## src/rtl/mix_columns_seq_if.sv

```systemverilog
// Handshake bundle for the column-serial MixColumns stage: input state channel,
// output state channel and the busy status flag.
interface mix_columns_seq_if;
    logic         in_valid;
    logic         in_ready;
    logic [127:0] in_data;
    logic         in_inv;
    logic         out_valid;
    logic         out_ready;
    logic [127:0] out_data;
    logic         busy;

    modport master (
        output in_valid, in_data, in_inv, out_ready,
        input  in_ready, out_valid, out_data, busy
    );

    modport slave (
        input  in_valid, in_data, in_inv, out_ready,
        output in_ready, out_valid, out_data, busy
    );
endinterface

```

## src/rtl/mix_columns_seq.sv

```systemverilog
// AES MixColumns / InvMixColumns, one 32-bit column per clock over a
// valid/ready input channel and a registered valid/ready output channel.
module mix_columns_seq #(
    parameter logic [8:0] MOD_POL = 9'h11B
) (
    input  logic          clk,
    input  logic          rst,
    mix_columns_seq_if.slave mc
);

    typedef enum logic [1:0] {
        IDLE = 2'd0,
        BUSY = 2'd1,
        DONE = 2'd2
    } state_t;

    state_t       state_reg;
    logic [1:0]   col_reg;
    logic [127:0] work_reg;
    logic         mode_reg;
    logic         out_valid_reg;
    logic         busy_reg;

    logic [31:0]  col_word;
    logic [31:0]  col_out;
    logic         accept;

    function automatic logic [7:0] xtime(input logic [7:0] v);
        return {v[6:0], 1'b0} ^ ({8{v[7]}} & MOD_POL[7:0]);
    endfunction

    // Column 0 sits in the top 32 bits, so the column index counts downward in bit position.
    assign col_word = work_reg[127 - 32*int'(col_reg) -: 32];

    logic [7:0] a   [4];
    logic [7:0] m2  [4];
    logic [7:0] m4  [4];
    logic [7:0] m8  [4];
    logic [7:0] m3  [4];
    logic [7:0] m9  [4];
    logic [7:0] m11 [4];
    logic [7:0] m13 [4];
    logic [7:0] m14 [4];

    generate
        for (genvar gi = 0; gi < 4; gi++) begin : g_mult
            assign a[gi]   = col_word[31-8*gi -: 8];
            assign m2[gi]  = xtime(a[gi]);
            assign m4[gi]  = xtime(m2[gi]);
            assign m8[gi]  = xtime(m4[gi]);
            assign m3[gi]  = m2[gi] ^ a[gi];
            assign m9[gi]  = m8[gi] ^ a[gi];
            assign m11[gi] = m8[gi] ^ m2[gi] ^ a[gi];
            assign m13[gi] = m8[gi] ^ m4[gi] ^ a[gi];
            assign m14[gi] = m8[gi] ^ m4[gi] ^ m2[gi];
        end

        // Each output row uses the same coefficient set rotated by its row index.
        for (genvar gi = 0; gi < 4; gi++) begin : g_row
            logic [7:0] fwd_b;
            logic [7:0] inv_b;
            assign fwd_b = m2[gi] ^ m3[(gi+1)%4] ^ a[(gi+2)%4] ^ a[(gi+3)%4];
            assign inv_b = m14[gi] ^ m11[(gi+1)%4] ^ m13[(gi+2)%4] ^ m9[(gi+3)%4];
            assign col_out[31-8*gi -: 8] = mode_reg ? inv_b : fwd_b;
        end
    endgenerate

    assign mc.in_ready  = (state_reg == IDLE) || ((state_reg == DONE) && mc.out_ready);
    assign accept       = mc.in_valid && mc.in_ready;
    assign mc.out_valid = out_valid_reg;
    assign mc.out_data  = work_reg;
    assign mc.busy      = busy_reg;

    always_ff @(posedge clk or posedge rst) begin
        if (rst) begin
            state_reg     <= IDLE;
            col_reg       <= 2'd0;
            work_reg      <= 128'd0;
            mode_reg      <= 1'b0;
            out_valid_reg <= 1'b0;
            busy_reg      <= 1'b0;
        end else begin
            case (state_reg)
                IDLE: begin
                    if (accept) begin
                        work_reg  <= mc.in_data;
                        mode_reg  <= mc.in_inv;
                        col_reg   <= 2'd0;
                        busy_reg  <= 1'b1;
                        state_reg <= BUSY;
                    end
                end
                BUSY: begin
                    work_reg[127 - 32*int'(col_reg) -: 32] <= col_out;
                    col_reg <= col_reg + 2'd1;
                    if (col_reg == 2'd3) begin
                        busy_reg      <= 1'b0;
                        out_valid_reg <= 1'b1;
                        state_reg     <= DONE;
                    end
                end
                DONE: begin
                    if (mc.out_ready) begin
                        out_valid_reg <= 1'b0;
                        if (mc.in_valid) begin
                            work_reg  <= mc.in_data;
                            mode_reg  <= mc.in_inv;
                            col_reg   <= 2'd0;
                            busy_reg  <= 1'b1;
                            state_reg <= BUSY;
                        end else begin
                            state_reg <= IDLE;
                        end
                    end
                end
                default: begin
                    state_reg     <= IDLE;
                    out_valid_reg <= 1'b0;
                    busy_reg      <= 1'b0;
                end
            endcase
        end
    end

endmodule

```

## src/flat_wrapper.sv

```systemverilog
// flat-port wrapper written by rule: the top's interface ports become plain ports
module mix_columns_seq_flat 
#(
    parameter logic [8:0] MOD_POL = 9'h11B
)
  (clk, rst, mc_in_valid, mc_in_data, mc_in_inv, mc_out_ready, mc_in_ready, mc_out_valid, mc_out_data, mc_busy);
  mix_columns_seq_if mc_i ();
  input  logic clk;
  input  logic rst;
  input wire logic [$bits(mc_i.in_valid)-1:0] mc_in_valid;
  input wire logic [$bits(mc_i.in_data)-1:0] mc_in_data;
  input wire logic [$bits(mc_i.in_inv)-1:0] mc_in_inv;
  input wire logic [$bits(mc_i.out_ready)-1:0] mc_out_ready;
  output wire logic [$bits(mc_i.in_ready)-1:0] mc_in_ready;
  output wire logic [$bits(mc_i.out_valid)-1:0] mc_out_valid;
  output wire logic [$bits(mc_i.out_data)-1:0] mc_out_data;
  output wire logic [$bits(mc_i.busy)-1:0] mc_busy;
  assign mc_i.in_valid = mc_in_valid;
  assign mc_i.in_data = mc_in_data;
  assign mc_i.in_inv = mc_in_inv;
  assign mc_i.out_ready = mc_out_ready;
  assign mc_in_ready = mc_i.in_ready;
  assign mc_out_valid = mc_i.out_valid;
  assign mc_out_data = mc_i.out_data;
  assign mc_busy = mc_i.busy;
  mix_columns_seq #(.MOD_POL(MOD_POL)) u_core (.clk(clk), .rst(rst), .mc(mc_i));
endmodule
```

## config.mk

```make
export PLATFORM = sky130hd
export DESIGN_NAME = mix_columns_seq_flat
export DESIGN_NICKNAME = d
export VERILOG_FILES = /design/src/rtl/mix_columns_seq_if.sv /design/src/rtl/mix_columns_seq.sv /design/src/flat_wrapper.sv
export SDC_FILE = /design/constraint.sdc
export NUM_CORES = 1
export LEC_CHECK = 0
export ABC_AREA = 1
export CAP_MARGIN = 40
export CORE_UTILIZATION = 55
export CTS_BUF_LIST = sky130_fd_sc_hd__clkbuf_2
export DETAILED_ROUTE_END_ITERATION = 8
export MAX_ROUTING_LAYER = met4
export PLACE_DENSITY = 0.84
export REMOVE_ABC_BUFFERS = 1
export SETUP_SLACK_MARGIN = 0.15
export SLEW_MARGIN = 10
export SYNTH_ARGS = -nofsm -noshare
export SYNTH_HDL_FRONTEND = slang
export SYNTH_SLANG_ARGS = --single-unit
```

## constraint.sdc

```tcl
create_clock -name clk -period 7.1 [get_ports clk]
set_clock_uncertainty 0.15 [all_clocks]
set_input_delay 2.13 -clock clk [delete_from_list [all_inputs] [get_ports clk]]
set_output_delay 2.13 -clock clk [all_outputs]
set_load 0.01 [all_outputs]
```

=== After elaboration in Yosys (flattened, before gate mapping) ===
Index checks and enable logic that the tools add are counted.
W data, S select, Z words.

* Latch bits: 0
* Memories: 0
* Flip-flop bits (word level): 135
* Bits in writable memories: 0
* Memory bits (read-only): 0
* Output and inout bits: 131

* Muxes and demuxes: 30
* Bitwise logic cells: 65
* Add/subtract/negate cells: 3
* Reductions and logical operators: 11
* Div/mod/pow operators: 0
* Shifts and indexed selects: 3
* Eq/ne operators: 7
* Multipliers: 0
* Magnitude comparators: 0

{| class="wikitable"
|+ Operators with widths
! kind !! count
|-
| $xor A8 B8 Y8 || 52
|-
| $mux W128 || 3
|-
| $pmux W128 S3 || 1
|-
| $shift A32 B33 Y159 const A || 1
|-
| $shiftx A159 B8 Y32 || 1
|-
| $shiftx A32 B33 Y159 || 1
|-
| $bwmux W128 || 1
|-
| $xor A8 B5 Y8 || 12
|-
| $neg A8 Y33 || 1
|-
| $mux W8 || 4
|-
| $mux W2 || 6
|-
| $pmux W2 S3 || 2
|-
| $reduce_and A4 Y1 || 3
|-
| $mux W1 || 10
|-
| $sub A7 B7 Y8 const A || 1
|-
| $pmux W1 S3 || 2
|-
| $reduce_and A3 Y1 || 2
|-
| $eq A2 B2 Y1 const B || 2
|-
| $ne A2 B1 Y1 const B || 2
|-
| $ne A2 B2 Y1 const B || 2
|-
| $reduce_bool A3 Y1 || 1
|-
| $add A2 B1 Y2 const B || 1
|-
| $eq A2 B1 Y1 const B || 1
|-
| $logic_and A1 B1 Y1 || 2
|-
| other kinds (5) || 5
|}

=== Depth between registers and ports, before layout ===
* Depth after elaboration: 14
* Mapped depth: 21

=== Worst setup path before layout ===
No wires, ideal clock.

* Path kind: input -> output
* Start point: in mc_out_ready
* End point: out mc_in_ready
* Path buffers: 0
* Arrival time: 2.344 ns
* Cell stages on the path: 2
* Path slack: 2.476 ns
* Path through: nand2_1 > o21ai_0

* Cells in the longest elaborated chain, start to end: 2

{| class="wikitable"
|+ Ends and longest elaborated chain
! element !! line !! RTL
|-
| start: declaration || flat_wrapper.sv:13 || <nowiki>input wire logic [$bits(mc_i.out_ready)-1:0] mc_out_ready;</nowiki>
|-
| $logic_and A1 B1 Y1 || mix_columns_seq.sv:68 || <nowiki>assign mc.in_ready = (state_reg == IDLE) || ((state_reg == DONE) && mc.out_ready);</nowiki>
|-
| $logic_or A1 B1 Y1 || mix_columns_seq.sv:68 ||
|-
| end: declaration || flat_wrapper.sv:14 || <nowiki>output wire logic [$bits(mc_i.in_ready)-1:0] mc_in_ready;</nowiki>
|}

No other way between the ends.

=== Final worst setup path ===
Same ends and word-level chain as after synthesis.

==> metrics.yaml <==
clocking:
  cts-root-buf: "clkbuf_2"
  clk_transition_reported_paths_ps: 290
  cts_sinks: 135
  cts_hold_buf: 0
  h-tree-depth: 4
  post_cts.repair.setup_buffers: 0
  clkLatencyLatePin_ps: 800
  clk_path_buf_depth: 2
  cts_buffers: 17
  cts_resized: 0
  cts_tree: "yes"
grt:
  grt_use_total_pct: 41.4
  grt_max_degree: 75
  grt_pass1_vias: 14915
  grt_overflow: 0
  antenna_found_initial: 1
  grt_first_pass_wirelength_um: 80600
synth:
  yosysTopAreaCell: "dfrtp_1"
  synth_xor_area_share_pct: 14.3
  syn_inst: 2155
  synth_mux_area_share_pct: 0
  yosys.area.top_type_share_pct: 24.2
  synthFlopType: "dfrtp_1"
  synth_compound_area_share_pct: 13.0
  synth_cell_types: 34
  synth_edf_count: 0
  synthSimpleGateAreaFrac_pct: 38.4
  synth-seq-cells: 135
  yosysWarnings: 0
  synth_top_family_by_area: "simple AND/OR/NAND/NOR gates"
  synth.avg_cell_area_um2: 6.47
  syn_area_um2: 13900
  synthTopCellsByArea: "dfrtp_1 (24%), nand2_1 (20%), xor2_1 (7.3%)"
  synth_fa_ha_area_share_pct: 0.359
  synth_seq_area_share_pct: 24.2
  async_flop_share_pct: 100
setup_path:
  arrival_ps: 3480
  cpLargestDelayFamily: "buffers and inverters"
  timing_worst_setup_path_type: "primary input to output pin"
  worstPathRequired_ps: 4820
  end_kind: "output pin"
  cp_max_fo: 4
  slowest_delay_ps: 600
  path_cells: "clkdlybuf4s50_1, nand2_1, o21ai_0, clkdlybuf4s50_1"
  r2r_start: "u_core.col_reg[0]$_DFFE_PP0P_"
  crit_start: "mc_out_ready"
  crit_path_top_delay_cell: "clkdlybuf4s50_1"
  worst_setup_path_start_kind: "primary input"
  critPathBufInv: 2
  rrSetupSlack_ps: 2510
  cp_common_cell: "clkdlybuf4s50_1"
place:
  dp_hpwl_um: 38600
  dp.cells: 2665
  io_buffers: 263
  gp_congestion: 1.01
layout:
  area_growth_pct: 22.3
  drive_gt1_share_pct: 8.60
  stdcell_count: 2698
  largest_register_ffs: 128
  nNetsFinal: 2497
sta:
  drv_slew: 0
  max_freq_mhz: 174
  min_period_ps: 5760
  final-setup-viol-count: 0
  rsz0062_at_grt: "no"
  min_period_over_period_pct: 81.1
  tns_ps: 0
  hold_viol: 0
  slew-limit-headroom_pct: 39.0
  worstMarginPinSlew_ps: 915
route:
  wire_per_inst_um: 19.4
  drc: 0
  postRouteAntennaNets: 0
  wl_um: 52500
  firstDrtPassIters: 7
  vias_per_cell: 5.86
  vias: 15800
  drt-initial-drc-count: 1818
floorplan:
  die_x_um: 161
  die_h_um: 161
  initial_core_util_pct: 56.7
  core_area_um2: 24600
  placement_rows: 57
  ios: 264
  die_area_um2: 26000
min_path:
  hold_path.class: "flop to flop"
  hp-start: "u_core.mc.out_valid$_DFFE_PP0P_"
job:
  maxCapViolCount: 0
outcome:
  status: "complete, no violations"
-- layout by cell type, fill, tap and decap left out, drive strengths merged --
cell	count
nand4	110
a21oi	155
clkdlybuf4s50	263
clkbuf	18
nand2	818
dfrtp	135
xor2	120
a21boi	104
diode	1
nand3	210
clkinv	3
ha	4
bufinv	3
o21ai	27
xnor2	82
nand3b	4
inv	233
buf	22
nor2	24
a221oi	1
a22oi	12
or2	19
clkinvlp	3
a21o	3
-- tightest hold or removal path: stages (launching register included) --
cell and delay [ps]:
dfrtp_1 420, o21ai_0 90, inv_1 60
-- through the flow --
stage	util (%)	area (um2)	setup slack (ps)	hold WS [ps]
5_1_grt	69.3	17100	1310	443
6_report	69.3	17100	1340	416
2_1_floorplan	-	13400	18.5	384
3_5_place_dp	68.2	16800	1360	356
3_3_place_gp	67.7	16700	1420	354
4_1_cts	69.3	17100	1350	417
-- final cells by class --
class	count	area (um2)
Multi-Input combinational cell	1693	9250
Fill cell	2077	7540
Sequential cell	135	3380
Clock buffer	18	90.1
Antenna cell	1	2.50
Clock inverter	14	188
Tap cell	324	405
Timing Repair Buffer	285	2870
Inverter	228	866
-- cells in the mapped netlist, types with 2 or more instances --
library cell	count
xor2_1	117
buf_4	7
inv_1	201
nand4_1	110
buf_1	3
nand2_4	13
or2_2	13
nand3_1	194
nand2_1	756
o21ai_1	12
o21ai_0	14
a21oi_1	155
clkinv_1	2
inv_2	24
buf_2	12
or2_1	6
xnor2_4	5
a21o_1	3
a21boi_1	104
nand2_2	49
buf_6	12
a22oi_1	12
xnor2_2	14
nand3b_1	4
clkbuf_1	65
ha_1	4
xor2_2	3
nand3_2	16
dfrtp_1	135
nor2_1	24
xnor2_1	63
-- kinds of logic after synthesis --
logic type | Yosys count
XOR/XNOR | 202
AO/OA/AOI/OAI | 302
flip-flops | 135
buffers and inverters | 327
adder cells (fa/ha/maj) | 4
AND/OR/NAND/NOR | 1185
-- routing by layer --
| metal | vias up | routed length [um] | GRT usage [%] |
|---|---|---|---|
| met4 | 0 | 2370 | 20.0 |
| met1 | 7332 | 20900 | 52.1 |
| met5 | - | 0 | - |
| met3 | 153 | 5110 | 7.06 |
| li1 | 7359 | - | - |
| met2 | 956 | 24100 | 64.3 |
-- worst paths after layout --
| check | to | depth (start not counted) |
|---|---|---|
| max | mc_in_ready | 4 |
| min | u_core.mc.out_valid$_DFFE_PP0P_ | 2 |
| max reg2reg | u_core.mc.out_data[46]$_DFFE_PP0P_ | 17 |
| min reg2reg | u_core.mc.out_valid$_DFFE_PP0P_ | 2 |
| max in group asynchronous | u_core.mc.out_data[113]$_DFFE_PP0P_ | 3 |
| min in group asynchronous | u_core.mc.out_data[106]$_DFFE_PP0P_ | 2 |
Power is not shown: default switching activity piles up to over one toggle a cycle in this logic, so the estimate is an artifact.
